[src/rtl/writeback_stage_pkg.sv]
// Shared constants and FSM state type for the writeback stage and its register file.
package writeback_stage_pkg;

  localparam int XLEN        = 32;
  localparam int NREG        = 32;
  localparam int REG_ADDR_W  = 5;
  localparam int CNN_TIMEOUT = 1024;
  localparam int CNT_W       = $clog2(CNN_TIMEOUT);

  localparam logic [XLEN-1:0] TIMEOUT_VAL = 32'hFFFF_FFFF;

  typedef enum logic {
    IDLE = 1'b0,
    WAIT = 1'b1
  } wb_state_t;

endpackage

[src/rtl/writeback_stage_regfile_2r1w.sv]
// 32-entry integer register file: two asynchronous read ports with write bypass,
// one synchronous write port, x0 reads as zero.
import writeback_stage_pkg::*;

module writeback_stage_regfile_2r1w (
  input  logic                  clk,
  input  logic                  reset_n,
  input  logic                  we,
  input  logic [REG_ADDR_W-1:0] waddr,
  input  logic [XLEN-1:0]       wdata,
  input  logic [REG_ADDR_W-1:0] raddr1,
  input  logic [REG_ADDR_W-1:0] raddr2,
  output logic [XLEN-1:0]       rdata1,
  output logic [XLEN-1:0]       rdata2
);

  logic [XLEN-1:0]       regs_reg [NREG];
  logic [REG_ADDR_W-1:0] raddr    [2];
  logic [XLEN-1:0]       rdata    [2];
  logic                  wr_live;

  assign wr_live = we && (waddr != '0);

  always_ff @(posedge clk or negedge reset_n) begin
    if (!reset_n) begin
      for (int i = 0; i < NREG; i++) begin
        regs_reg[i] <= '0;
      end
    end else if (wr_live) begin
      regs_reg[waddr] <= wdata;
    end
  end

  assign raddr[0] = raddr1;
  assign raddr[1] = raddr2;

  genvar gi;
  generate
    for (gi = 0; gi < 2; gi++) begin : g_rd_port
      always_comb begin
        if (raddr[gi] == '0) begin
          rdata[gi] = '0;
        end else if (wr_live && (raddr[gi] == waddr)) begin
          rdata[gi] = wdata;
        end else begin
          rdata[gi] = regs_reg[raddr[gi]];
        end
      end
    end
  endgenerate

  assign rdata1 = rdata[0];
  assign rdata2 = rdata[1];

endmodule

[src/rtl/writeback_stage.sv]
// Final pipeline stage: commits MEM/WB results and asynchronous CNN accelerator
// results into the register file, stalling upstream while a CNN result is due.
import writeback_stage_pkg::*;

module writeback_stage (
  input  logic                  clk,
  input  logic                  reset_n,
  input  logic [XLEN-1:0]       mem_wb_val,
  input  logic [REG_ADDR_W-1:0] mem_wb_rd,
  input  logic                  mem_wb_valid,
  input  logic                  mem_wb_is_cnn,
  input  logic                  cnn_res_valid,
  input  logic [XLEN-1:0]       cnn_res_data,
  output logic                  cnn_res_ready,
  input  logic [REG_ADDR_W-1:0] rs1_addr,
  input  logic [REG_ADDR_W-1:0] rs2_addr,
  output logic [XLEN-1:0]       rs1_data,
  output logic [XLEN-1:0]       rs2_data,
  output logic                  wb_stall,
  output logic                  wb_we,
  output logic [REG_ADDR_W-1:0] wb_rd,
  output logic [XLEN-1:0]       wb_val,
  output logic                  cnn_timeout,
  output logic [31:0]           retired_count
);

  wb_state_t             state_reg, state_next;
  logic [CNT_W-1:0]      cnt_reg, cnt_next;
  logic                  buf_full_reg, buf_full_next;
  logic [XLEN-1:0]       buf_data_reg, buf_data_next;
  logic                  drop_reg, drop_next;

  logic                  wb_we_reg;
  logic [REG_ADDR_W-1:0] wb_rd_reg;
  logic [XLEN-1:0]       wb_val_reg;
  logic                  cnn_timeout_reg;
  logic [31:0]           retired_reg;

  logic                  accept;
  logic                  direct;
  logic                  commit;
  logic [XLEN-1:0]       commit_data;
  logic                  timeout_hit;
  logic                  stall;

  assign cnn_res_ready = !buf_full_reg;
  assign accept        = cnn_res_valid && !buf_full_reg;
  // A result swallowed by the drop flag belongs to an instruction that already timed out.
  assign direct        = accept && !drop_reg;

  always_comb begin
    state_next    = state_reg;
    cnt_next      = cnt_reg;
    buf_full_next = buf_full_reg;
    buf_data_next = buf_data_reg;
    drop_next     = drop_reg;
    commit        = 1'b0;
    commit_data   = mem_wb_val;
    timeout_hit   = 1'b0;
    stall         = 1'b0;

    if (accept && drop_reg) begin
      drop_next = 1'b0;
    end

    case (state_reg)
      IDLE: begin
        if (mem_wb_valid && mem_wb_is_cnn) begin
          if (buf_full_reg) begin
            commit        = 1'b1;
            commit_data   = buf_data_reg;
            buf_full_next = 1'b0;
          end else if (direct) begin
            commit      = 1'b1;
            commit_data = cnn_res_data;
          end else begin
            stall      = 1'b1;
            state_next = WAIT;
            cnt_next   = cnt_reg + 1'b1;
          end
        end else begin
          commit = mem_wb_valid;
          if (direct) begin
            buf_full_next = 1'b1;
            buf_data_next = cnn_res_data;
          end
        end
      end
      WAIT: begin
        if (direct) begin
          commit      = 1'b1;
          commit_data = cnn_res_data;
          state_next  = IDLE;
          cnt_next    = '0;
        end else if (cnt_reg == CNT_W'(CNN_TIMEOUT - 1)) begin
          commit      = 1'b1;
          commit_data = TIMEOUT_VAL;
          timeout_hit = 1'b1;
          drop_next   = 1'b1;
          state_next  = IDLE;
          cnt_next    = '0;
        end else begin
          stall    = 1'b1;
          cnt_next = cnt_reg + 1'b1;
        end
      end
      default: begin
        state_next = IDLE;
        cnt_next   = '0;
      end
    endcase
  end

  always_ff @(posedge clk or negedge reset_n) begin
    if (!reset_n) begin
      state_reg       <= IDLE;
      cnt_reg         <= '0;
      buf_full_reg    <= 1'b0;
      buf_data_reg    <= '0;
      drop_reg        <= 1'b0;
      wb_we_reg       <= 1'b0;
      wb_rd_reg       <= '0;
      wb_val_reg      <= '0;
      cnn_timeout_reg <= 1'b0;
      retired_reg     <= '0;
    end else begin
      state_reg       <= state_next;
      cnt_reg         <= cnt_next;
      buf_full_reg    <= buf_full_next;
      buf_data_reg    <= buf_data_next;
      drop_reg        <= drop_next;
      wb_we_reg       <= commit;
      cnn_timeout_reg <= timeout_hit;
      if (commit) begin
        wb_rd_reg   <= mem_wb_rd;
        wb_val_reg  <= commit_data;
        retired_reg <= retired_reg + 32'd1;
      end
    end
  end

  writeback_stage_regfile_2r1w u_regfile (
    .clk    (clk),
    .reset_n(reset_n),
    .we     (commit),
    .waddr  (mem_wb_rd),
    .wdata  (commit_data),
    .raddr1 (rs1_addr),
    .raddr2 (rs2_addr),
    .rdata1 (rs1_data),
    .rdata2 (rs2_data)
  );

  assign wb_stall      = stall;
  assign wb_we         = wb_we_reg;
  assign wb_rd         = wb_rd_reg;
  assign wb_val        = wb_val_reg;
  assign cnn_timeout   = cnn_timeout_reg;
  assign retired_count = retired_reg;

endmodule

[config.mk]
export PLATFORM = sky130hd
export DESIGN_NAME = writeback_stage
export DESIGN_NICKNAME = d
export VERILOG_FILES = /design/src/rtl/writeback_stage_pkg.sv /design/src/rtl/writeback_stage_regfile_2r1w.sv /design/src/rtl/writeback_stage.sv
export SDC_FILE = /design/constraint.sdc
export NUM_CORES = 2
export LEC_CHECK = 0
export BUFFER_PORTS_ARGS = -buffer_cell sky130_fd_sc_hd__buf_2
export CORE_MARGIN = 3
export CORE_UTILIZATION = 30
export CTS_CLUSTER_SIZE = 28
export DETAILED_ROUTE_END_ITERATION = 8
export GPL_TIMING_DRIVEN = 0
export PLACE_DENSITY = 0.56
export SETUP_SLACK_MARGIN = 0.15
export SLEW_MARGIN = 40
export SYNTH_ARGS = -nofsm -noshare
export SYNTH_HDL_FRONTEND = slang
export SYNTH_SLANG_ARGS = --single-unit
[constraint.sdc]
create_clock -name clk -period 4.79 [get_ports clk]
set_clock_uncertainty 0.2 [all_clocks]
set_input_delay 0.479 -clock clk [delete_from_list [all_inputs] [get_ports clk]]
set_output_delay 0.479 -clock clk [all_outputs]
set_load 0.01 [all_outputs]
==> metrics <==
Setup crit start kind=input port; Cells after DPL=8678; Primary FF master, synth=dfrtp_1; Setup violations, final=0; first-pass GRT wire length=473 mm; slew at the pin closest to its max-slew limit=1010 ps; initial core utilization=30.4%; Filler cells=19600; Worst-Skew Late Latency=820 ps; clk sinks=1140; asr flop ratio synth=100%; min Tclk post-route=4760 ps; Core ar.=194000 um^2; initial antenna violation count=36; largest net degree at the start of global routing=102; Final WS setup=34.8 ps; TritonRoute pass-1 iters=8; CP endpoint kind=output port; Placed Area=65600 um^2; Final Util=37.0%; Fin. Hold Viols=4; WHS=-23.9 ps; Max Buffers Root-to-Sink=3; CP Class=in -> out; Cell Rows=161; Routed WL=353 mm; WL/cell=39.3 um; DRC Markers=0; Max Clk Rate=0.210 GHz; Max-Slew Margin vs Limit=32.4%; nets@finish=6339; DP Wirelength=254 mm; CTS tree=done; Max Cap Violations=0; Cell Area, Synth=58900 um^2; # IOs=221; Syn Inst Count=5769; Placer Congestion=1.06; Total GRT Usage=34.1%; Die Y=449 um; Slew Viols, Final=0; DR vias=57200; final std cells w/o fill=8992; die width=449 um; Yosys cell types=57; post-route cell area=71800 um^2; area grow syn2layout=21.9%; Post-Syn Nets=5855; register area share after synthesis=48.5%; max reg flops=1024; Routed Antenna Nets=0; highest-count cells in the layout ignoring fill and taps=nand2_1, dfrtp_1, o21ai_0; power density over the cells=587 nW/um^2; syn avg cell area=10.2 um^2; IO Port Bufs=214; most common cell after layout, fill and taps aside=nand2_1; number of flops mapped to enable cells by yosys=0; clock root cell=clkbuf_16; Tcrit/Tclk final=99.3%; drt via density=6.36; DR iter-0 viols=10100; H-tree levels=4; Place WS=-840 ps; leakage=31.4 nW; GR Overflow Total=0; Hold Path Class=in -> async; number of global-route vias before repair=54700; Yosys warnings=0; TritonCTS Buffers=135; layout cells sized above 1=21.8%; peak supply drop=0.373 mV; Worst Path Max Fanout=10; arrival time worst endpoint=4080 ps; Clock Pin Slew Worst Setup and Hold Paths=60 ps; CP Data Required Time=4110 ps; RSZ-0062 raised after global routing=no; synthesized flop and latch total=1140; status=complete, but fails checks; failing checks=hold timing; die area=202000 um^2
==> area by class of cell <==
class | count | area (um^2) | share of cell area (%)
buffer | 592 | 2830 | 3.95
clock buffer | 191 | 3970 | 5.54
antenna | 24 | 60.1 | 0.0837
timing repair buffer | 349 | 3440 | 4.80
tap | 2608 | 3260 | 4.55
clock inverter | 53 | 813 | 1.13
sequential | 1140 | 28500 | 39.8
inverter | 12 | 45.0 | 0.0628
multi-input combinational | 4023 | 28800 | 40.1
==> per-layer routing <==
metal | global-route usage [%] | share of wire, % | vias to the layer above
li1 | - | - | 21800
met1 | 41.1 | 35 | 29000
met2 | 45.6 | 39 | 5033
met3 | 17.9 | 16 | 1331
met4 | 25.1 | 9.2 | 19
met5 | 1.92 | 0.15 | -
==> critical path: stages <==
cell and delay (ps):
clkbuf_1 470, clkbuf_2 510, buf_2 500, buf_16 220, nand2_1 320, clkbuf_2 580, nor2_1 250, nor3_1 100
a211oi_4 370, buf_2 210
==> Yosys cell counts (8+ instances only) <==
cell type  number  share of area, %
a211oi_1       65              0.83
a21oi_1        60              0.51
a22o_1         25              0.37
a22oi_1       200               2.6
and3_1         36              0.38
buf_1          53              0.34
buf_2          34              0.29
clkbuf_1      507               3.2
dfrtp_1      1140                48
inv_1          11             0.070
mux2_2         72               1.4
mux2i_1       369               6.3
mux4_2        317                12
nand2_1      1159               7.4
nand2_2         8             0.085
nand2b_1        9             0.096
nand3_1       103              0.88
nand4_1        48              0.51
nor2_1        122              0.78
nor2b_1        40              0.43
nor3_1         42              0.36
nor4_1         17              0.18
o2111ai_1       8              0.12
o211ai_1       13              0.17
o21ai_0      1085               9.2
o21ai_1        30              0.26
o221ai_1       32              0.48
o31a_1         31              0.46
or3_1          34              0.36
xnor2_1        30              0.45
xor2_1         10              0.15
==> cells by family (layout without fill, tap and decap cells) <==
kind of cell	count (synthesis)	count (layout)	share of synthesized area (%)
other	0	24	0
adder cells (fa/ha/maj)	2	2	0.0425
AND/OR/NAND/NOR	1634	1634	11.6
AO/OA/AOI/OAI	1589	1589	15.6
flip-flops	1140	1140	48.5
buffers and inverters	606	1197	3.94
XOR/XNOR	40	40	0.595
multiplexers	758	758	19.8
==> worst paths after layout <==
kind	endpoint	slack (ps)	cells after the start	from
worst max-delay path	rs2_data[25]	30	10	rs2_addr[1]
worst min register to register	u_regfile.regs_reg[1008]	260	1	u_regfile.regs_reg[1008]
worst max register to register	u_regfile.regs_reg[509]	330	9	buf_full_reg
worst min-delay path	u_regfile.regs_reg[96]	-20	2	reset_n
min in group clk	u_regfile.regs_reg[855]	60	4	mem_wb_val[23]
max in group asynchronous	wb_we	1800	7	reset_n
==> power by group <==
group	internal (W)	switching (W)	leakage, nW
Combinational	0.00538	0.00841	14.2
Sequential	0.0135	0.00340	14.9
Clock	0.00670	0.00470	2.37
Total	0.0256	0.0165	31.4
==> metrics by stage <==
step | TNS, ps | power (W)
6_report | 0 | 0.0421
3_3_place_gp | - | 0.0290
2_1_floorplan | 0 | 0.0234
4_1_cts | 0 | 0.0412
5_1_grt | 0 | 0.0437
3_5_place_dp | -27340 | 0.0297
==> repair_timing <==
item,CTS,global route
gates resized for setup,175,64
pin swaps,7,1
hold buffers,34,0
endpoints found under the setup margin,65,60
hold endpoints to repair,239,0
setup buffers,10,3
(Power assumes the default switching activity.)
